<file path="config.mk">
export PLATFORM = sky130hd
export DESIGN_NAME = enc_stage_select_fifo
export DESIGN_NICKNAME = d
export VERILOG_FILES = /design/src/rtl/enc_stage_select_fifo.sv
export SDC_FILE = /design/constraint.sdc
export NUM_CORES = 1
export LEC_CHECK = 0
export BUFFER_PORTS_ARGS = -buffer_cell sky130_fd_sc_hd__buf_2
export CORE_AREA = 2 2 253 255
export CTS_BUF_LIST = sky130_fd_sc_hd__clkbuf_4
export DETAILED_ROUTE_END_ITERATION = 16
export DIE_AREA = 0 0 255 257
export GPL_ROUTABILITY_DRIVEN = 1
export HOLD_SLACK_MARGIN = 0.06
export PLACE_DENSITY = 0.43
export SETUP_SLACK_MARGIN = 0.15
export SLEW_MARGIN = 20
export SYNTH_ARGS = -nofsm -noshare
export SYNTH_HDL_FRONTEND = slang
export SYNTH_SLANG_ARGS = --single-unit
</file>
<file path="constraint.sdc">
create_clock -name clk -period 22.2 [get_ports clk]
set_clock_uncertainty 0.15 [all_clocks]
set_input_delay 4.44 -clock clk [delete_from_list [all_inputs] [get_ports clk]]
set_output_delay 4.44 -clock clk [all_outputs]
set_load 0.02 [all_outputs]
</file>
<file path="src/rtl/enc_stage_select_fifo.sv">
// Purpose : pick one of NUM_SRC AES round-stage results and buffer it in a DEPTH-entry FIFO.
// Latency : 1 cycle from push to out_valid; no same-cycle bypass.
// Backpr. : in_ready drops when full, during flush or during rst; it never looks at out_ready.
//
// Ports:
//   clk, rst             sole clock, synchronous active-high reset
//   flush                discard all buffered entries (stored data left untouched)
//   process_output       source select, sampled on push
//   src_data             flattened sources, source i at [i*DATA_W +: DATA_W]
//   in_valid / in_ready  producer handshake
//   process_out_data     head-of-FIFO word, zero while out_valid is 0
//   out_valid / out_ready consumer handshake
//   count                occupied entries
//   sel_err              sticky illegal-select flag
//
// Build option: define ENC_STAGE_SELECT_ERR_EN to store zero and raise sel_err on an
// out-of-range select. Without it an out-of-range select stores source 0 and sel_err is 0.
module enc_stage_select_fifo #(
    parameter int DATA_W  = 128,
    parameter int NUM_SRC = 4,
    parameter int SEL_W   = $clog2(NUM_SRC),
    parameter int DEPTH   = 2
) (
    input  logic                        clk,
    input  logic                        rst,
    input  logic                        flush,
    input  logic [SEL_W-1:0]            process_output,
    input  logic [NUM_SRC*DATA_W-1:0]   src_data,
    input  logic                        in_valid,
    output logic                        in_ready,
    output logic [DATA_W-1:0]           process_out_data,
    output logic                        out_valid,
    input  logic                        out_ready,
    output logic [$clog2(DEPTH+1)-1:0]  count,
    output logic                        sel_err
);

    localparam int PTR_W = $clog2(DEPTH);
    localparam int CNT_W = $clog2(DEPTH+1);
    localparam logic [CNT_W-1:0] FULL_CNT = CNT_W'(DEPTH);

    logic [DATA_W-1:0] mem_q [DEPTH];
    logic [PTR_W-1:0]  wr_ptr_q, wr_ptr_d;
    logic [PTR_W-1:0]  rd_ptr_q, rd_ptr_d;
    logic [CNT_W-1:0]  count_q, count_d;
    logic [DATA_W-1:0] sel_word;
    logic              push, pop;

    // ------------------------------------------------------------------
    // Source select
    // ------------------------------------------------------------------
`ifdef ENC_STAGE_SELECT_ERR_EN
    logic sel_illegal;
    logic sel_err_q, sel_err_d;

    always_comb begin
        sel_word    = '0;
        sel_illegal = 1'b1;
        for (int i = 0; i < NUM_SRC; i++) begin
            if (process_output == SEL_W'(i)) begin
                sel_word    = src_data[i*DATA_W +: DATA_W];
                sel_illegal = 1'b0;
            end
        end
    end

    always_comb begin
        sel_err_d = sel_err_q;
        if (push && sel_illegal) begin
            sel_err_d = 1'b1;
        end
    end

    // Sticky until reset; flush deliberately leaves it alone.
    always_ff @(posedge clk) begin
        if (rst) begin
            sel_err_q <= 1'b0;
        end else begin
            sel_err_q <= sel_err_d;
        end
    end

    assign sel_err = sel_err_q;
`else
    // Out-of-range selects fall back to source 0.
    always_comb begin
        sel_word = src_data[0 +: DATA_W];
        for (int i = 1; i < NUM_SRC; i++) begin
            if (process_output == SEL_W'(i)) begin
                sel_word = src_data[i*DATA_W +: DATA_W];
            end
        end
    end

    assign sel_err = 1'b0;
`endif

    // ------------------------------------------------------------------
    // Handshakes
    // ------------------------------------------------------------------
    // rst is included so the producer sees in_ready low in the reset cycle
    // even though count_q may still hold a stale value.
    assign in_ready  = !rst && !flush && (count_q != FULL_CNT);
    assign out_valid = (count_q != '0);
    assign push      = in_valid && in_ready;
    // A pop offered during flush is not a transfer.
    assign pop       = out_valid && out_ready && !flush;

    // ------------------------------------------------------------------
    // Pointer / count next state
    // ------------------------------------------------------------------
    always_comb begin
        wr_ptr_d = wr_ptr_q;
        rd_ptr_d = rd_ptr_q;
        count_d  = count_q;
        if (flush) begin
            wr_ptr_d = '0;
            rd_ptr_d = '0;
            count_d  = '0;
        end else begin
            // DEPTH is a power of 2, so pointers wrap by natural overflow.
            if (push) wr_ptr_d = wr_ptr_q + 1'b1;
            if (pop)  rd_ptr_d = rd_ptr_q + 1'b1;
            case ({push, pop})
                2'b10:   count_d = count_q + 1'b1;
                2'b01:   count_d = count_q - 1'b1;
                default: count_d = count_q;
            endcase
        end
    end

    always_ff @(posedge clk) begin
        if (rst) begin
            wr_ptr_q <= '0;
            rd_ptr_q <= '0;
            count_q  <= '0;
        end else begin
            wr_ptr_q <= wr_ptr_d;
            rd_ptr_q <= rd_ptr_d;
            count_q  <= count_d;
        end
    end

    // Storage needs no reset: entries are only visible through out_valid.
    always_ff @(posedge clk) begin
        if (push) begin
            mem_q[wr_ptr_q] <= sel_word;
        end
    end

    assign process_out_data = out_valid ? mem_q[rd_ptr_q] : '0;
    assign count            = count_q;

endmodule
</file>
Word-level counts from Yosys, hierarchy flattened
Memory sizes are Yosys's and may differ from the RTL's. A register that Yosys moved wholly into a read port is not among the register bits.
Index checks and enable logic that the tools add are counted.

word-level totals
  input bits = 519
  memory bits (writable) = 256
  memories = 1
  register bits after elaboration = 4
  output and inout port bits = 133
  word-level logic and storage cells = 33

memory list
  memory  words  width  rd ports  clocked after memory_dff  write ports  RTL line  RTL
  mem_q   2      128    1         1                         1            42        logic [DATA_W-1:0] mem_q [DEPTH];

cells by class
  equality and inequality tests = 6
  add/sub/neg operators = 4
  multiplexer cells = 9
  reduce and logical (&&, ||, !) cells = 10

operator list
  cell                 count
  $mux 128             4
  $eq 2x2->1 const B   3
  $logic_and 1x1->1    5
  $eq 2x1->1 const B   2
  $mux 1               4
  $pmux 2 s2           1
  $reduce_bool 2->1    2
  $add 1x1->1 const B  2
  $add 2x1->2 const B  1
  $logic_not 1->1      2
  $ne 2x2->1 const B   1
  $reduce_or 2->1      1
  $sub 2x1->2 const B  1

Longest topological paths before layout
Gate-level depths: netlist of run 1.

  depth in word-level cells = 6
  gate-level depth with buffers = 6
  gate-level depth less buffers = 6

Worst setup path after synthesis of run 1
OpenSTA, ideal clock, no wires.

  path type = input to register
  from = input flush
  to = memory mem_q[0][0] (enable)
  path buffers = 0
  data arrival time = 10005 ps
  path slack = 11428 ps
  cell stages on the path = 3
  setup time = 617 ps
  required time = 21433 ps
  cell sequence = nor2_1 nand3_1 nor2_1

between the ends
  longest elaborated chain between the ends = 6

ends and longest elaborated chain
  element                         RTL line  RTL
  start, declared                 26        input logic flush,
  $logic_not 1->1                 103       assign in_ready = !rst && !flush && (count_q != FULL_CNT);
  $logic_and 1x1->1 (2 in a row)  103
  $logic_and 1x1->1               105       assign push = in_valid && in_ready;
  $mux 1                          146       if (push) begin
  $mux 1 (not written as such)    147       mem_q[wr_ptr_q] <= sel_word;
  end, declared                   42

No other way between the ends.

Worst setup path in the final report of run 1
  from = input flush
  to = output in_ready

between the ends
  longest elaborated chain between the ends = 3

ends and longest elaborated chain
  element                         RTL line  RTL
  $logic_not 1->1                 103
  $logic_and 1x1->1 (2 in a row)  103
  end, declared                   30        output logic in_ready,

No other way between the ends.

==> results of run 1 <==
-- worst min path at each step --
stage                       endpoint  slack [ns]  cells past startpoint
2_1_floorplan               register        0.32                      2
3_3_place_gp                register        0.34                      2
3_5_place_dp   rd_ptr_q$_SDFFE_PP0P_        0.34                      2
4_1_cts        rd_ptr_q$_SDFFE_PP0P_        0.36                      2
5_1_grt        rd_ptr_q$_SDFFE_PP0P_        0.38                      2
6_report       rd_ptr_q$_SDFFE_PP0P_        0.35                      2
-- power groups by stage --
stage          Combinational [mW]  Clock (mW)  Sequential, mW
6_report                    0.140       0.423           0.563
4_1_cts                     0.145       0.449           0.563
2_1_floorplan              0.0769           0           0.575
5_1_grt                     0.154       0.474           0.564
3_5_place_dp                0.144           0           0.574
3_3_place_gp                0.141           0           0.573
-- through the flow --
stage / hold WS [ns] / utilization, %
3_5_place_dp: 0.342 / 27.1
4_1_cts: 0.359 / 28.6
5_1_grt: 0.383 / 28.6
6_report: 0.352 / 28.6
3_3_place_gp: 0.339 / 27.1
2_1_floorplan: 0.322 / -
-- area by class of cell --
| type | count | area [µm²] |
|---|---|---|
| Fill cell | 6496 | 44800 |
| Sequential cell | 261 | 7790 |
| Multi-Input combinational cell | 408 | 4800 |
| Timing Repair Buffer | 662 | 3360 |
| Tap cell | 846 | 1060 |
| Clock buffer | 110 | 826 |
| Clock inverter | 17 | 78.8 |
| Inverter | 2 | 7.51 |
| Antenna cell | 1 | 2.50 |
-- cell usage after synthesis (all sizes together) --
cell,number,area (µm²)
a21o,1,7.51
a21oi,2,10.0
and2,1,6.26
buf,54,453
clkbuf,3,11.3
conb,1,3.75
dfxtp,5,100
edfxtp,256,7690
ha,1,12.5
inv,2,7.51
mux2i,128,1280
mux4,128,2880
nand2b,1,6.26
nand3,2,10.0
nor2,136,510
o21ai,2,10.0
or2,1,6.26
or3,1,6.26
xnor2,1,8.76
xor2,2,17.5
-- layer usage --
metal  vias to the layer above  track usage [%]  part of all wire (%)
met1                      4684             13.7                    38
met2                       413             21.8                    53
li1                       4356                -                     -
met4                         0             3.65                   1.9
met5                         -                0                     0
met3                        69             3.97                   7.4
-- sequential cells by signal, indices dropped and copies added, names as in the netlist, named ones only --
signal / count
wr_ptr_q: 1
rd_ptr_q: 1
mem_q: 256
count: 2
-- logic make-up (layout without fill, tap and decap cells) --
logic type	count (synthesis)	in the layout
buf+inv	59	791
flops	261	261
compound gates	5	5
mux	256	256
fa+ha+maj	1	1
xor+xnor	3	3
simple gates	142	142
other cells	1	2
-- worst max-delay path, stage by stage --
cell and delay (ns):
buf_2 0.11, nor2_1 0.13, and2_1 0.15, buf_2 0.16
-- cell usage in the layout, fill, tap and decap left out, types with 2 or more instances in the layout --
| cell | instances |
|---|---|
| mux4_2 | 128 |
| inv_2 | 3 |
| buf_4 | 12 |
| nor2_4 | 3 |
| a21oi_1 | 2 |
| buf_2 | 648 |
| nand3_1 | 2 |
| dfxtp_1 | 4 |
| mux2i_1 | 128 |
| o21ai_0 | 2 |
| xor2_1 | 2 |
| clkbuf_4 | 110 |
| edfxtp_1 | 256 |
| clkinv_1 | 10 |
| clkinv_4 | 2 |
| inv_1 | 2 |
| nor2_1 | 133 |
==> flow_metrics.env, run 1 <==
export IMPL_drive_above_1_share_pct=62.5
export IMPL_avgSynthCellArea_um2=17.9
export IMPL_synthMuxAreaShare_pct=31.9
export IMPL_fmax_mhz=104
export IMPL_final_nets=1931
export IMPL_seqPwrFrac_pct=50.0
export IMPL_p_comb_share_pct=12.4
export IMPL_finalCritPeriodShare_pct=43.2
export IMPL_rsz0062_at_grt="false"
export IMPL_start_kind="input pin"
export IMPL_drtIter0Drc=391
export IMPL_r2r_end="mem_q[0][72]$_DFFE_PP_"
export IMPL_total_power_mw=1.13
export IMPL_path_clk_slew_ns=0.05
export IMPL_place_ws_ns=12.62
export IMPL_final_cells=2307
export IMPL_cp_startpoint="flush"
export IMPL_report_final_slew_viol_count=0
export IMPL_r2r_slack_ns=19.37
export IMPL_vias=9522
export IMPL_synth_top_family_by_area="multiplexers"
export IMPL_worstPathArrival_ns=4.99
export IMPL_io_buffers=650
export IMPL_ctsResizeCount=0
export IMPL_grt_max_degree=70
export IMPL_ys_ff_latch=261
export IMPL_clk_latency_ns=0.71
export IMPL_placedCellCount=2179
export IMPL_switching_share_pct=23.4
export IMPL_yosys_warnings=0
export IMPL_cts_hold_buf=0
export IMPL_grt_usage_pct=12.2
export IMPL_dp_hpwl_mm=30.8
export IMPL_power_internal_mw=0.863
export IMPL_tightest_slew_ns=0.946
export IMPL_grt_pass1_wl_mm=60.1
export IMPL_io_pins=652
export IMPL_layout_setup_ws_ns=12.62
export IMPL_reg2reg_depth=4
export IMPL_fp_coreArea_mm2=0.0627
export IMPL_placed_area_mm2=0.0170
export IMPL_max_slew_margin_rel_pct=36.9
export IMPL_yosysUniqueCellTypes=23
export IMPL_grt_pass1_vias=10100
export IMPL_syn_area_mm2=0.0130
export IMPL_clk_path_buf_depth=3
export IMPL_yosys_area_share_simple_pct=4.18
export IMPL_clkPwrFrac_pct=37.6
export IMPL_die_x_um=255
export IMPL_setup_viol=0
export IMPL_seq_area_frac_synth_pct=59.7
export IMPL_worst_setup_path_type="in -> out"
export IMPL_synth_xor_area_share_pct=0.202
export IMPL_finalHoldViolations=0
export IMPL_min_from="rd_ptr_q$_SDFFE_PP0P_"
export IMPL_synth_compound_area_share_pct=0.211
export IMPL_power_switching_mw=0.263
export IMPL_initial_core_util_pct=20.8
export IMPL_min_period_ns=9.58
export IMPL_irDropWorstVdd_v=0.0000264
export IMPL_wl_per_cell_um=17.8
export IMPL_place_congestion=0.839
export IMPL_synth_adder_area_share_pct=0.0960
export IMPL_cts_tree="done"
export IMPL_cp_endpoint="in_ready"
export IMPL_final_setup_tns_ns=0
export IMPL_drt_pass1_iterations=4
export IMPL_syn_to_final_growth_pct=37.5
export IMPL_syn_nets=1248
export IMPL_overflow=0
export IMPL_endpoint_kind="output pin"
export IMPL_hp_class="reg -> reg"
export IMPL_via_per_inst=4.13
export IMPL_critical_path_max_fanout=3
export IMPL_leakage_nw=7.04
export IMPL_cts_root_buf="clkbuf_4"
export IMPL_final_area_mm2=0.0179
export IMPL_fp_row_count=92
export IMPL_cts_buffers=76
export IMPL_outcome="completed"
export IMPL_synth_cells=728
export IMPL_postCtsSetupBuffers=0
export IMPL_clkSinkCount=261
export IMPL_antenna_left=0
export IMPL_die_area_mm2=0.0655
export IMPL_power_density_mw_per_mm2=62.9
export IMPL_die_h_um=257
export IMPL_antenna_found_initial=5
export IMPL_r2r_start="count[0]$_SDFFE_PP0P_"
export IMPL_htreeDepth=3
export IMPL_drc_errors=0
export IMPL_finalWirelength_mm=41.1
export IMPL_cp_required_ns=17.61
export IMPL_max_cap_viol_count=0
Power figures use the tool's default switching activity.
==> run 2: changes to the inputs <==
- clock period: 22.2 -> 9.4 ns (I/O delays scaled with it)
==> run 2 against run 1 <==
  * Sequential power rose by 140%
  * Setup slack lost 8.6 ns
  * Critical path depth is the same
  * Utilization is essentially flat
  * Combinational power rose by 140%
  * Count of clock-buffer cells in the layout decreased by 4
  * Flip-flop and latch count unchanged
  * Via count grew 0.28%
  * Register-to-register slack worse by 13 ns
  * Total power is 140% higher
  * Worst hold slack better by 0.0057 ns
  * Die area stayed put
==> flow_metrics.env, run 2 (synthesis results as in run 1) <==
export IMPL_final_setup_tns_ns=0
export IMPL_path_clk_slew_ns=0.05
export IMPL_power_density_mw_per_mm2=151
export IMPL_largest_register_ffs=256
export IMPL_cts_root_buf="clkbuf_4"
export IMPL_final_nets=1930
export IMPL_clk_latency_ns=0.74
export IMPL_place_congestion=0.807
export IMPL_vias=9549
export IMPL_finalHoldViolations=0
export IMPL_io_pins=652
export IMPL_wl_per_cell_um=18.2
export IMPL_max_cap_viol_count=0
export IMPL_path_cells="buf_4 > mux2i_1 > nor2_1 > buf_2"
export IMPL_clkPwrFrac_pct=38.4
export IMPL_outcome="completed"
export IMPL_irDropWorstVdd_v=0.0000513
export IMPL_utilization_pct=28.6
export IMPL_slowest_stage="dfxtp_4"
export IMPL_max_slew_margin_rel_pct=33.7
export IMPL_placed_area_mm2=0.0170
export IMPL_fmax_mhz=186
export IMPL_cts_tree="done"
export IMPL_largest_register="mem_q"
export IMPL_final_cells=2306
export IMPL_finalCritPeriodShare_pct=57.2
export IMPL_io_buffers=650
export IMPL_antenna_left=0
export IMPL_critical_path_max_fanout=48
export IMPL_regArea_mm2=0.00779
export IMPL_drt_pass1_iterations=6
export IMPL_ctsResizeCount=0
export IMPL_multi_input_area_mm2=0.00480
export IMPL_drtIter0Drc=367
export IMPL_grt_pass1_vias=10200
export IMPL_leakage_nw=7.04
export IMPL_grt_max_degree=68
export IMPL_placedCellCount=2177
export IMPL_seqPwrFrac_pct=49.2
export IMPL_whs_ns=0.358
export IMPL_reg2reg_depth=4
export IMPL_grt_usage_pct=12.2
export IMPL_overflow=0
export IMPL_report_final_slew_viol_count=0
export IMPL_rsz0062_at_grt="false"
export IMPL_fp_coreArea_mm2=0.0627
export IMPL_endpoint_kind="output pin"
export IMPL_hold_path_depth=2
export IMPL_min_period_ns=5.38
export IMPL_antenna_found_initial=3
export IMPL_syn_to_final_growth_pct=37.7
export IMPL_p_comb_share_pct=12.4
export IMPL_worst_setup_path_type="reg -> out"
export IMPL_die_x_um=255
export IMPL_worstPathArrival_ns=3.35
export IMPL_postCtsSetupBuffers=0
export IMPL_final_cell_mix="648 x buf_2, 256 x edfxtp_1, 133 x nor2_1"
export IMPL_switching_share_pct=23.3
export IMPL_die_area_mm2=0.0655
export IMPL_nFillCells=6516
export IMPL_hp_class="reg -> reg"
export IMPL_drc_errors=0
export IMPL_final_area_mm2=0.0180
export IMPL_cts_hold_buf=0
export IMPL_initial_core_util_pct=20.8
export IMPL_clk_path_buf_depth=3
export IMPL_die_h_um=257
export IMPL_start_kind="register"
export IMPL_dp_hpwl_mm=31.2
export IMPL_power_switching_mw=0.631
export IMPL_finalWirelength_mm=41.9
export IMPL_via_per_inst=4.14
export IMPL_drive_above_1_share_pct=62.4
export IMPL_htreeDepth=3
export IMPL_clkSinkCount=261
export IMPL_cp_required_ns=7.37
export IMPL_power_internal_mw=2.08
export IMPL_setup_viol=0
export IMPL_grt_pass1_wl_mm=59.9
export IMPL_cts_buffers=77
export IMPL_layout_commonest_cell="buf_2"
export IMPL_fp_row_count=92
export IMPL_slowest_delay_ns=0.83
export IMPL_tightest_slew_ns=0.995
run 2: changes by cell type in the layout (fill, tap and decap cells not counted), sizes merged:
cell | before | now
clkbuf | 111 | 107
diode | 1 | 6
clkinvlp | 1 | 2
clkinv | 13 | 10
buf | 661 | 659
bufinv | 0 | 2
run 2: path summary, 6_finish.rpt:
path / to / from / slack, ns
max: process_out_data[70] / register / 4.02
min: register / rd_ptr_q$_SDFFE_PP0P_ / 0.36
max reg2reg: mem_q[1][62]$_DFFE_PP_ / count[0]$_SDFFE_PP0P_ / 6.41
min reg2reg: register / rd_ptr_q$_SDFFE_PP0P_ / 0.36
run 2: area by class of cell:
class	count	area share, %
flip-flops and latches	261	43.4
multi-input cells	408	26.7
repair buffers	660	18.7
well taps	846	5.90
clock buffers	106	4.43
clock inverters	17	0.704
diodes	6	0.0836
inverters	2	0.0418
run 2: through the flow:
stage               setup slack [ns]  total power, mW
floorplan                       1.19             1.54
global placement                4.70             1.69
detailed placement              4.66             1.70
CTS                             3.76             2.78
global route                    3.65             2.86
finish                          4.02             2.71
run 2: worst max-delay path, delay by kind of cell, from the launching register on:
kind	cells	cell delay, ns
flops	1	0.83
mux	1	0.63
buf+inv	2	0.99
simple gates	1	0.08
run 2: power groups by stage:
stage,Clock [mW],Combinational (mW),Sequential [mW]
global placement,0,0.338,1.35
CTS,1.10,0.346,1.33
detailed placement,0,0.345,1.36
finish,1.04,0.335,1.33
floorplan,0,0.182,1.36
global route,1.16,0.366,1.33
run 2: per-layer routing:
layer	up-vias	wire [µm]	GRT usage (%)
met2	429	21800	21.6
li1	4353	-	-
met3	62	2980	3.76
met4	0	820	4.04
met1	4705	16300	13.9
met5	-	0	0
